==> src/rtl/myo_spi_scheduler.sv <==
// Round-robin poll scheduler for one myocontrol SPI port: each period tick walks the
// latched motor mask, framing every transfer with slave select, setup, start, done/timeout and gap.
module myo_spi_scheduler #(
    parameter int NUMBER_OF_MOTORS = 9,
    parameter int SETUP_CYCLES     = 4,
    parameter int GAP_CYCLES       = 50,
    parameter int TIMEOUT_CYCLES   = 2000,
    localparam int IW = (NUMBER_OF_MOTORS > 1) ? $clog2(NUMBER_OF_MOTORS) : 1
) (
    input  logic                        clock,
    input  logic                        reset,
    input  logic                        enable,
    input  logic [NUMBER_OF_MOTORS-1:0] motor_mask,
    input  logic [31:0]                 update_period,
    input  logic                        power_sense_n,
    input  logic                        spi_done,
    input  logic                        clear_errors,
    output logic                        spi_start,
    output logic [NUMBER_OF_MOTORS-1:0] ss_n_o,
    output logic [IW-1:0]               motor_index,
    output logic                        round_busy,
    output logic                        frame_done,
    output logic                        timeout_error,
    output logic [IW-1:0]               error_motor,
    output logic                        overrun
);
    localparam int N    = NUMBER_OF_MOTORS;
    localparam int CMAX = (TIMEOUT_CYCLES > GAP_CYCLES) ?
                          ((TIMEOUT_CYCLES > SETUP_CYCLES) ? TIMEOUT_CYCLES : SETUP_CYCLES) :
                          ((GAP_CYCLES > SETUP_CYCLES) ? GAP_CYCLES : SETUP_CYCLES);
    localparam int CW   = $clog2(CMAX + 1);
    localparam logic [CW-1:0] C_SETUP_LAST = CW'(SETUP_CYCLES - 1);
    localparam logic [CW-1:0] C_GAP_LAST   = CW'(GAP_CYCLES - 1);
    localparam logic [CW-1:0] C_TIMEOUT    = CW'(TIMEOUT_CYCLES);

    typedef enum logic [2:0] {
        IDLE    = 3'd0,
        SELECT  = 3'd1,
        START   = 3'd2,
        XFER    = 3'd3,
        RELEASE = 3'd4
    } state_t;

    state_t          r_state;
    logic [31:0]     r_period_cnt;
    logic [CW-1:0]   r_cnt;
    logic [N-1:0]    r_mask;
    logic            w_tick;
    logic [IW-1:0]   w_first_idx;
    logic [IW-1:0]   w_next_idx;
    logic            w_next_found;

    // Active-low select pattern with only the addressed board pulled low.
    function automatic logic [N-1:0] select_n(input logic [IW-1:0] idx);
        logic [N-1:0] v;
        v = {N{1'b1}};
        v[idx] = 1'b0;
        return v;
    endfunction

    // Period tick fires on the wrap cycle; a shrunk period wraps at once.
    always_comb begin
        w_tick = 1'b0;
        if (enable && (update_period != 32'd0)) begin
            w_tick = (r_period_cnt >= (update_period - 32'd1));
        end else begin
            w_tick = 1'b0;
        end
    end

    // Lowest enabled motor for a new round, next higher one in the latched mask.
    always_comb begin
        w_first_idx  = '0;
        w_next_idx   = '0;
        w_next_found = 1'b0;
        for (int i = N - 1; i >= 0; i--) begin
            w_first_idx = motor_mask[i] ? IW'(i) : w_first_idx;
        end
        for (int i = N - 1; i >= 0; i--) begin
            if (r_mask[i] && (IW'(i) > motor_index)) begin
                w_next_found = 1'b1;
                w_next_idx   = IW'(i);
            end else begin
                w_next_found = w_next_found;
            end
        end
    end

    // Period counter.
    always_ff @(posedge clock or posedge reset) begin
        if (reset) begin
            r_period_cnt <= 32'd0;
        end else if (!enable || (update_period == 32'd0) || w_tick) begin
            r_period_cnt <= 32'd0;
        end else begin
            r_period_cnt <= r_period_cnt + 32'd1;
        end
    end

    // Poll sequencer with registered outputs and sticky error flags.
    always_ff @(posedge clock or posedge reset) begin
        if (reset) begin
            r_state       <= IDLE;
            r_cnt         <= '0;
            r_mask        <= '0;
            spi_start     <= 1'b0;
            ss_n_o        <= {N{1'b1}};
            motor_index   <= '0;
            round_busy    <= 1'b0;
            frame_done    <= 1'b0;
            timeout_error <= 1'b0;
            error_motor   <= '0;
            overrun       <= 1'b0;
        end else begin
            spi_start  <= 1'b0;
            frame_done <= 1'b0;
            // Set events below override a coincident clear.
            if (clear_errors) begin
                timeout_error <= 1'b0;
                overrun       <= 1'b0;
            end
            if (w_tick && round_busy) begin
                overrun <= 1'b1;
            end
            case (r_state)
                IDLE: begin
                    ss_n_o <= {N{1'b1}};
                    if (w_tick && !power_sense_n && (motor_mask != '0)) begin
                        r_mask      <= motor_mask;
                        motor_index <= w_first_idx;
                        ss_n_o      <= select_n(w_first_idx);
                        round_busy  <= 1'b1;
                        r_cnt       <= '0;
                        r_state     <= SELECT;
                    end
                end
                SELECT: begin
                    if (r_cnt >= C_SETUP_LAST) begin
                        spi_start <= 1'b1;
                        r_state   <= START;
                    end else begin
                        r_cnt <= r_cnt + CW'(1);
                    end
                end
                START: begin
                    r_cnt   <= CW'(1);
                    r_state <= XFER;
                end
                XFER: begin
                    // r_cnt holds cycles elapsed since the start pulse; done wins a tie.
                    if (spi_done) begin
                        ss_n_o  <= {N{1'b1}};
                        r_cnt   <= '0;
                        r_state <= RELEASE;
                    end else if (r_cnt >= C_TIMEOUT) begin
                        timeout_error <= 1'b1;
                        error_motor   <= motor_index;
                        ss_n_o        <= {N{1'b1}};
                        r_cnt         <= '0;
                        r_state       <= RELEASE;
                    end else begin
                        r_cnt <= r_cnt + CW'(1);
                    end
                end
                RELEASE: begin
                    if (r_cnt >= C_GAP_LAST) begin
                        if (!enable || power_sense_n) begin
                            round_busy <= 1'b0;
                            r_state    <= IDLE;
                        end else if (w_next_found) begin
                            motor_index <= w_next_idx;
                            ss_n_o      <= select_n(w_next_idx);
                            r_cnt       <= '0;
                            r_state     <= SELECT;
                        end else begin
                            round_busy <= 1'b0;
                            frame_done <= 1'b1;
                            r_state    <= IDLE;
                        end
                    end else begin
                        r_cnt <= r_cnt + CW'(1);
                    end
                end
                default: begin
                    ss_n_o     <= {N{1'b1}};
                    round_busy <= 1'b0;
                    r_state    <= IDLE;
                end
            endcase
        end
    end
endmodule

==> config.mk <==
export PLATFORM = sky130hd
export DESIGN_NAME = myo_spi_scheduler
export DESIGN_NICKNAME = d
export VERILOG_FILES = /design/src/rtl/myo_spi_scheduler.sv
export SDC_FILE = /design/constraint.sdc
export NUM_CORES = 1
export LEC_CHECK = 0
export BUFFER_PORTS_ARGS = -buffer_cell sky130_fd_sc_hd__buf_2
export CORE_UTILIZATION = 50
export DETAILED_ROUTE_END_ITERATION = 12
export PLACE_DENSITY = 0.73
export SLEW_MARGIN = 30
export SYNTH_ARGS = -nofsm -noshare
export SYNTH_HDL_FRONTEND = slang
export SYNTH_SLANG_ARGS = --single-unit
==> constraint.sdc <==
create_clock -name clock -period 2.6 [get_ports clock]
set_clock_uncertainty 0.05 [all_clocks]
set_input_delay 0.26 -clock clock [delete_from_list [all_inputs] [get_ports clock]]
set_output_delay 0.26 -clock clock [all_outputs]
set_load 0.01 [all_outputs]
Word-level counts from Yosys, hierarchy flattened. Cells that the tools add are included.

Input bits: 47. Flip-flop bits (word level): 77. Logic and storage cells: 165.

Magnitude comparators: 17. Bitwise operators: 5. Multiplexer cells: 78. Reductions and logical operators: 36. $add $sub $neg: 3. Equal/unequal tests: 14.

Operators with widths (count): $mux 4 (22); $mux 11 (7); $pmux 11 s5 (1); $mux 9 (6); $pmux 9 s4 (1); $add 32x1->32 const B (1); $ge 32x32->1 (1); $logic_not 32->1 (1); $mux 32 (1); $reduce_bool 32->1 (1); $sub 32x1->32 const B (1); $mux 1 (30); $not 9->9 (2); $gt 3x4->1 const A (4); $logic_and 1x1->1 (15); $mux 3 (5); $pmux 3 s5 (1); $reduce_and 5->1 (3); $ne 2x2->1 const B (6); $ne 3x3->1 const B (4); $add 11x1->11 const B (1); $ge 11x11->1 const B (1); $ge 11x2->1 const B (1); $ge 11x6->1 const B (1); other kinds (23) (36).

Depth between registers and ports, before layout.
Word-level depth: 20. Depth in mapped cells: 18. Gate-level depth less buffers: 16.

Least setup slack after synthesis. Ideal clock, no wire load.

Kind: input to register. From: input port update_period[9]. To: register r_cnt[0]. Arrival time: 3.687 ns. Stages: 17. Path slack: -1.261 ns. Data required time: 2.425 ns. Buffers on the path: 1. Cell sequence: nor4_1 -> nand2_1 -> nor2_1 -> nand2_1 -> or3_1 -> clkbuf_1 -> nor3_1 -> xnor2_1 -> ha_1 -> nand4_1 -> nor2_1 -> a221o_1 -> a211o_1 -> a31oi_1 -> o21ai_0 -> nand3_1 -> mux2_2.

Word-level cells in the longest chain between the ends: 7. Elaborated cells on any way between the ends: 9. Classes of those cells: 1 x add/sub; 1 x order compare; 1 x eq/ne; 1 x mux; 5 x reduce/logical.

Ends and longest elaborated chain: start: declaration (line 14) `input logic [31:0] update_period,`; $sub 32x1->32 or $reduce_bool 32->1 (tied branches) (line 65, 64); $ge 32x32->1 or $logic_and 1x1->1 (tied branches) (line 65, 64); $mux 1 * (line 64) `if (enable && (update_period != 32'd0)) begin`; $logic_and 1x1->1 * (2 in series) (line 128) `if (w_tick && !power_sense_n && (motor_mask != '0)) begin`; $ne 2x2->1 (no source line) *; $reduce_and 5->1 (no source line) *; end signal: assignment (line 142) `r_cnt <= r_cnt + CW'(1);`; end signal: assignment (line 162) `r_cnt <= r_cnt + CW'(1);`; end signal: assignment (line 181) `r_cnt <= r_cnt + CW'(1);`; end: declaration (line 46) `logic [CW-1:0] r_cnt;`.

Every way passes the cells marked *; elsewhere a longest branch is shown, timed or not. A chain may end at the register's enable or synchronous reset.

Worst setup path after layout.
From: input port update_period[15]. To: register r_period_cnt[22].

Word-level cells in the longest chain between the ends: 5. Elaborated cells on any way between the ends: 9. Classes of those cells: 1 x add/sub; 1 x order compare; 2 x mux; 5 x reduce/logical.

Ends and longest elaborated chain: $sub 32x1->32 or $reduce_bool 32->1 (tied branches) (line 65, 64); $ge 32x32->1 or $logic_and 1x1->1 (tied branches) (line 65, 64); $mux 1 (line 64); $logic_or 1x1->1 * (line 93) `end else if (!enable || (update_period == 32'd0) || w_tick) begin`; $mux 32 * (line 93); end signal: assignment (line 96) `r_period_cnt <= r_period_cnt + 32'd1;`; end: declaration (line 45) `logic [31:0] r_period_cnt;`.

Marks and branches as above.

==> flow_summary.json <==
{
  "outcome": "complete, but fails checks",
  "violations": "negative setup slack",
  "max_stage_delay_ps": 570,
  "grt_max_degree": 42,
  "switching_share_pct": 37.3,
  "rsz0062_at_grt": "yes",
  "dp_hpwl_um": 10200,
  "cap_violations": 0,
  "first_pass_iters": 5,
  "antenna_left": 0,
  "n_fill_cell": 746,
  "crit_fanout": 8,
  "drive_gt1_share_pct": 39.4,
  "clk_pin_slew_ps": 80,
  "timing.hold.ws_ps": 104,
  "setup_viol": 67,
  "slew_headroom_pct": 52.0,
  "hold_class": "input port to register",
  "synth_edf_count": 0,
  "antenna_found_initial": 0,
  "root_buffer": "clkbuf_8",
  "setup_slack_ps": -1200,
  "syn2layout_area_growth_pct": 42.2,
  "crit_path_end_kind": "register",
  "die_h_um": 105,
  "slew_viol_final": 0,
  "power_frac_seq_pct": 33.8,
  "hold_start": "motor_mask[8]",
  "grtUsageTotal_pct": 29.3,
  "placementRows": 37,
  "netlist_top_cells_area": "dfrtp_1 32%, ha_1 8.8%, xnor2_1 5.7%",
  "place_ws_ps": -1700,
  "fmax_ghz": 0.263,
  "fp.dieW_um": 105,
  "arrival_ps": 4040,
  "fin_crit_sh_pct": 146,
  "clock-sinks": 76,
  "wl_per_cell_um": 16.7,
  "cp_num_buf_inv": 5,
  "crit_family": "simple AND/OR/NAND/NOR gates",
  "synth_top_area_cell": "dfrtp_1",
  "ir_worst_vdd_uv": 441,
  "avgSynthCellArea_um2": 8.90,
  "period_needed_ps": 3800,
  "fin_util_pct": 72.9,
  "coreArea_um2": 10300,
  "port_buffers": 68,
  "cts_buffers": 9,
  "grt_pass1_vias": 5457,
  "switchingPower_mw": 1.64,
  "drtIter0Drc": 293,
  "hold_viol": 0,
  "place_congestion": 0.885,
  "synth-async-reset-ratio_pct": 100,
  "yosysSeqAreaShare_pct": 36.3,
  "required_ps": 2850,
  "startpoint_type": "input port",
  "synthFlopType": "dfrtp_1",
  "htreeDepth": 3,
  "clkLatencyLatePin_ps": 370,
  "drt_wl_total_um": 15300,
  "clockPowerShare_pct": 23.6,
  "syn_inst": 592,
  "grt_pass1_wl_um": 25700,
  "r2r_start": "r_period_cnt[2]",
  "p_leak_nw": 3.38,
  "start_util_pct": 51.3,
  "nets": 859,
  "dieArea_um2": 11000,
  "synth_top_cell_area_share_pct": 31.8,
  "vias": 5202,
  "dp.cells": 885,
  "slowest_stage": "or4_4",
  "netlist_area_um2": 5270,
  "synthTopCellsByCount": "73 x nor2_1, 67 x dfrtp_1, 48 x nand2_1, 37 x ha_1, 34 x xnor2_1",
  "critPathLaunch": "update_period[15]",
  "vias_per_cell": 5.68,
  "io_pins": 69,
  "syn_nets": 676,
  "antenna_cells": 0,
  "drc": 0,
  "cts_tree": "built",
  "grt_overflow": 0,
  "fin_cells": 916,
  "yosysMostFrequentCell": "nor2_1",
  "tightest_slew_ps": 714,
  "clockBufferDepth": 2,
  "path_cells": "buf_6 > or4_4 > nor4_4 > or3b_4 > nor3_4 > xnor2_1 > ha_1 > nand4_1 > nor2_1 > a221o_1 > a211o_1 > a31oi_4 > buf_6 > buf_6 > nand2_8 > buf_12 > buf_16 > nor2_1",
  "finalSetupTns_ps": -71750,
  "path_class": "input port to register",
  "ys_seq_elements": 76,
  "yosys_warnings": 0,
  "comb_power_share_pct": 42.5,
  "synth_cell_types": 64,
  "powerDensity_nw_per_um2": 585,
  "p_int_mw": 2.75,
  "critPathMostFrequentCell": "buf_6"
}
[final timing paths]
path / endpoint / slack (ps) / cells after the start
setup / recovery: r_period_cnt[22] / -1200 / 18
hold / removal: r_mask[8] / 100 / 3
setup reg to reg: r_mask[7] / -400 / 10
hold reg to reg: ss_n_o[4] / 420 / 2
max in group asynchronous: ss_n_o[6] / 1580 / 4
min in group asynchronous: overrun / 500 / 4
[power by group through the flow]
stage          clock network, mW  registers [mW]  logic, mW
2_1_floorplan                  0            1.50      0.908
3_5_place_dp                   0            1.50       1.50
4_1_cts                     1.05            1.48       1.81
5_1_grt                     1.10            1.50       2.03
6_report                    1.04            1.49       1.87
3_3_place_gp                   0            1.49       1.45
[what timing repair did]
item	4_1_cts	5_1_grt
hold buffers	1	0
setup endpoints to repair	67	67
cloned	7	0
hold endpoints to repair	67	0
resized for setup	87	31
setup buffers	7	2
pin swaps	29	18
[per-layer routing]
layer	up-vias	track usage, %	part of all wire (%)
met5	-	0	0
met4	0	15.7	3.9
met3	48	4.99	4.5
met2	151	50.8	51
met1	2495	34.5	41
li1	2508	-	-
[cell usage in the layout (no fill, tap or decap), drive strengths merged, types with 3 or more instances in the layout]
master and count:
xnor2 34, clkbuf 11, xor2 24, nor4 12, dfstp 9, nand2 49
nor3 31, buf 185, and4 5, o2bb2ai 8, nand3 21, ha 37
o211ai 3, or3 10, a211oi 4, a21o 11, inv 22, a21oi 29
nor2 73, dfrtp 67, nand4 10, a311oi 5, and3 9, nor2b 9
and2 3, o21ai 24, a41oi 3, nand2b 9, or4 4, a32o 3
o31a 3, mux2 13, or2 4
[sequential cells by signal, summed over array words and instances (netlist names), 3 cells and up]
| register | count |
|---|---|
| error_motor | 4 |
| motor_index | 4 |
| r_cnt | 11 |
| r_mask | 8 |
| r_period_cnt | 32 |
| r_state | 3 |
| ss_n_o | 9 |
[layout make-up]
class	instances	area [µm²]	area share, %
Multi-Input combinational cell	480	3760	50.1
Sequential cell	76	1910	25.5
Timing Repair Buffer	186	1340	17.9
Tap cell	136	170	2.27
Clock buffer	11	141	1.89
Clock inverter	5	85.1	1.14
Inverter	22	85.1	1.14
[worst min-delay path: stages]
cell     delay, ps
buf_2          120
nand2_2         60
o21ai_2         40
[logic make-up (layout without fill, tap and decap cells)]
group / after synthesis / in the layout / synth area share (%)
and+or+nand+nor: 254 / 257 / 24.2
muxes: 14 / 14 / 3.11
xor gates and xnor gates: 58 / 58 / 9.64
AOI/OAI and AO/OA: 114 / 114 / 14.8
adders and majority gates: 37 / 37 / 8.78
buffers and inverters: 39 / 224 / 3.16
DFF: 76 / 76 / 36.3
[stage by stage]
stage	power, mW	cell area (µm²)
final	4.39	7500
after floorplan	2.41	5360
after CTS	4.34	7370
after detailed placement	3.01	6580
after global placement	2.95	6580
after global routing	4.63	7500
Note: power is estimated with default switching activity, not from simulation.
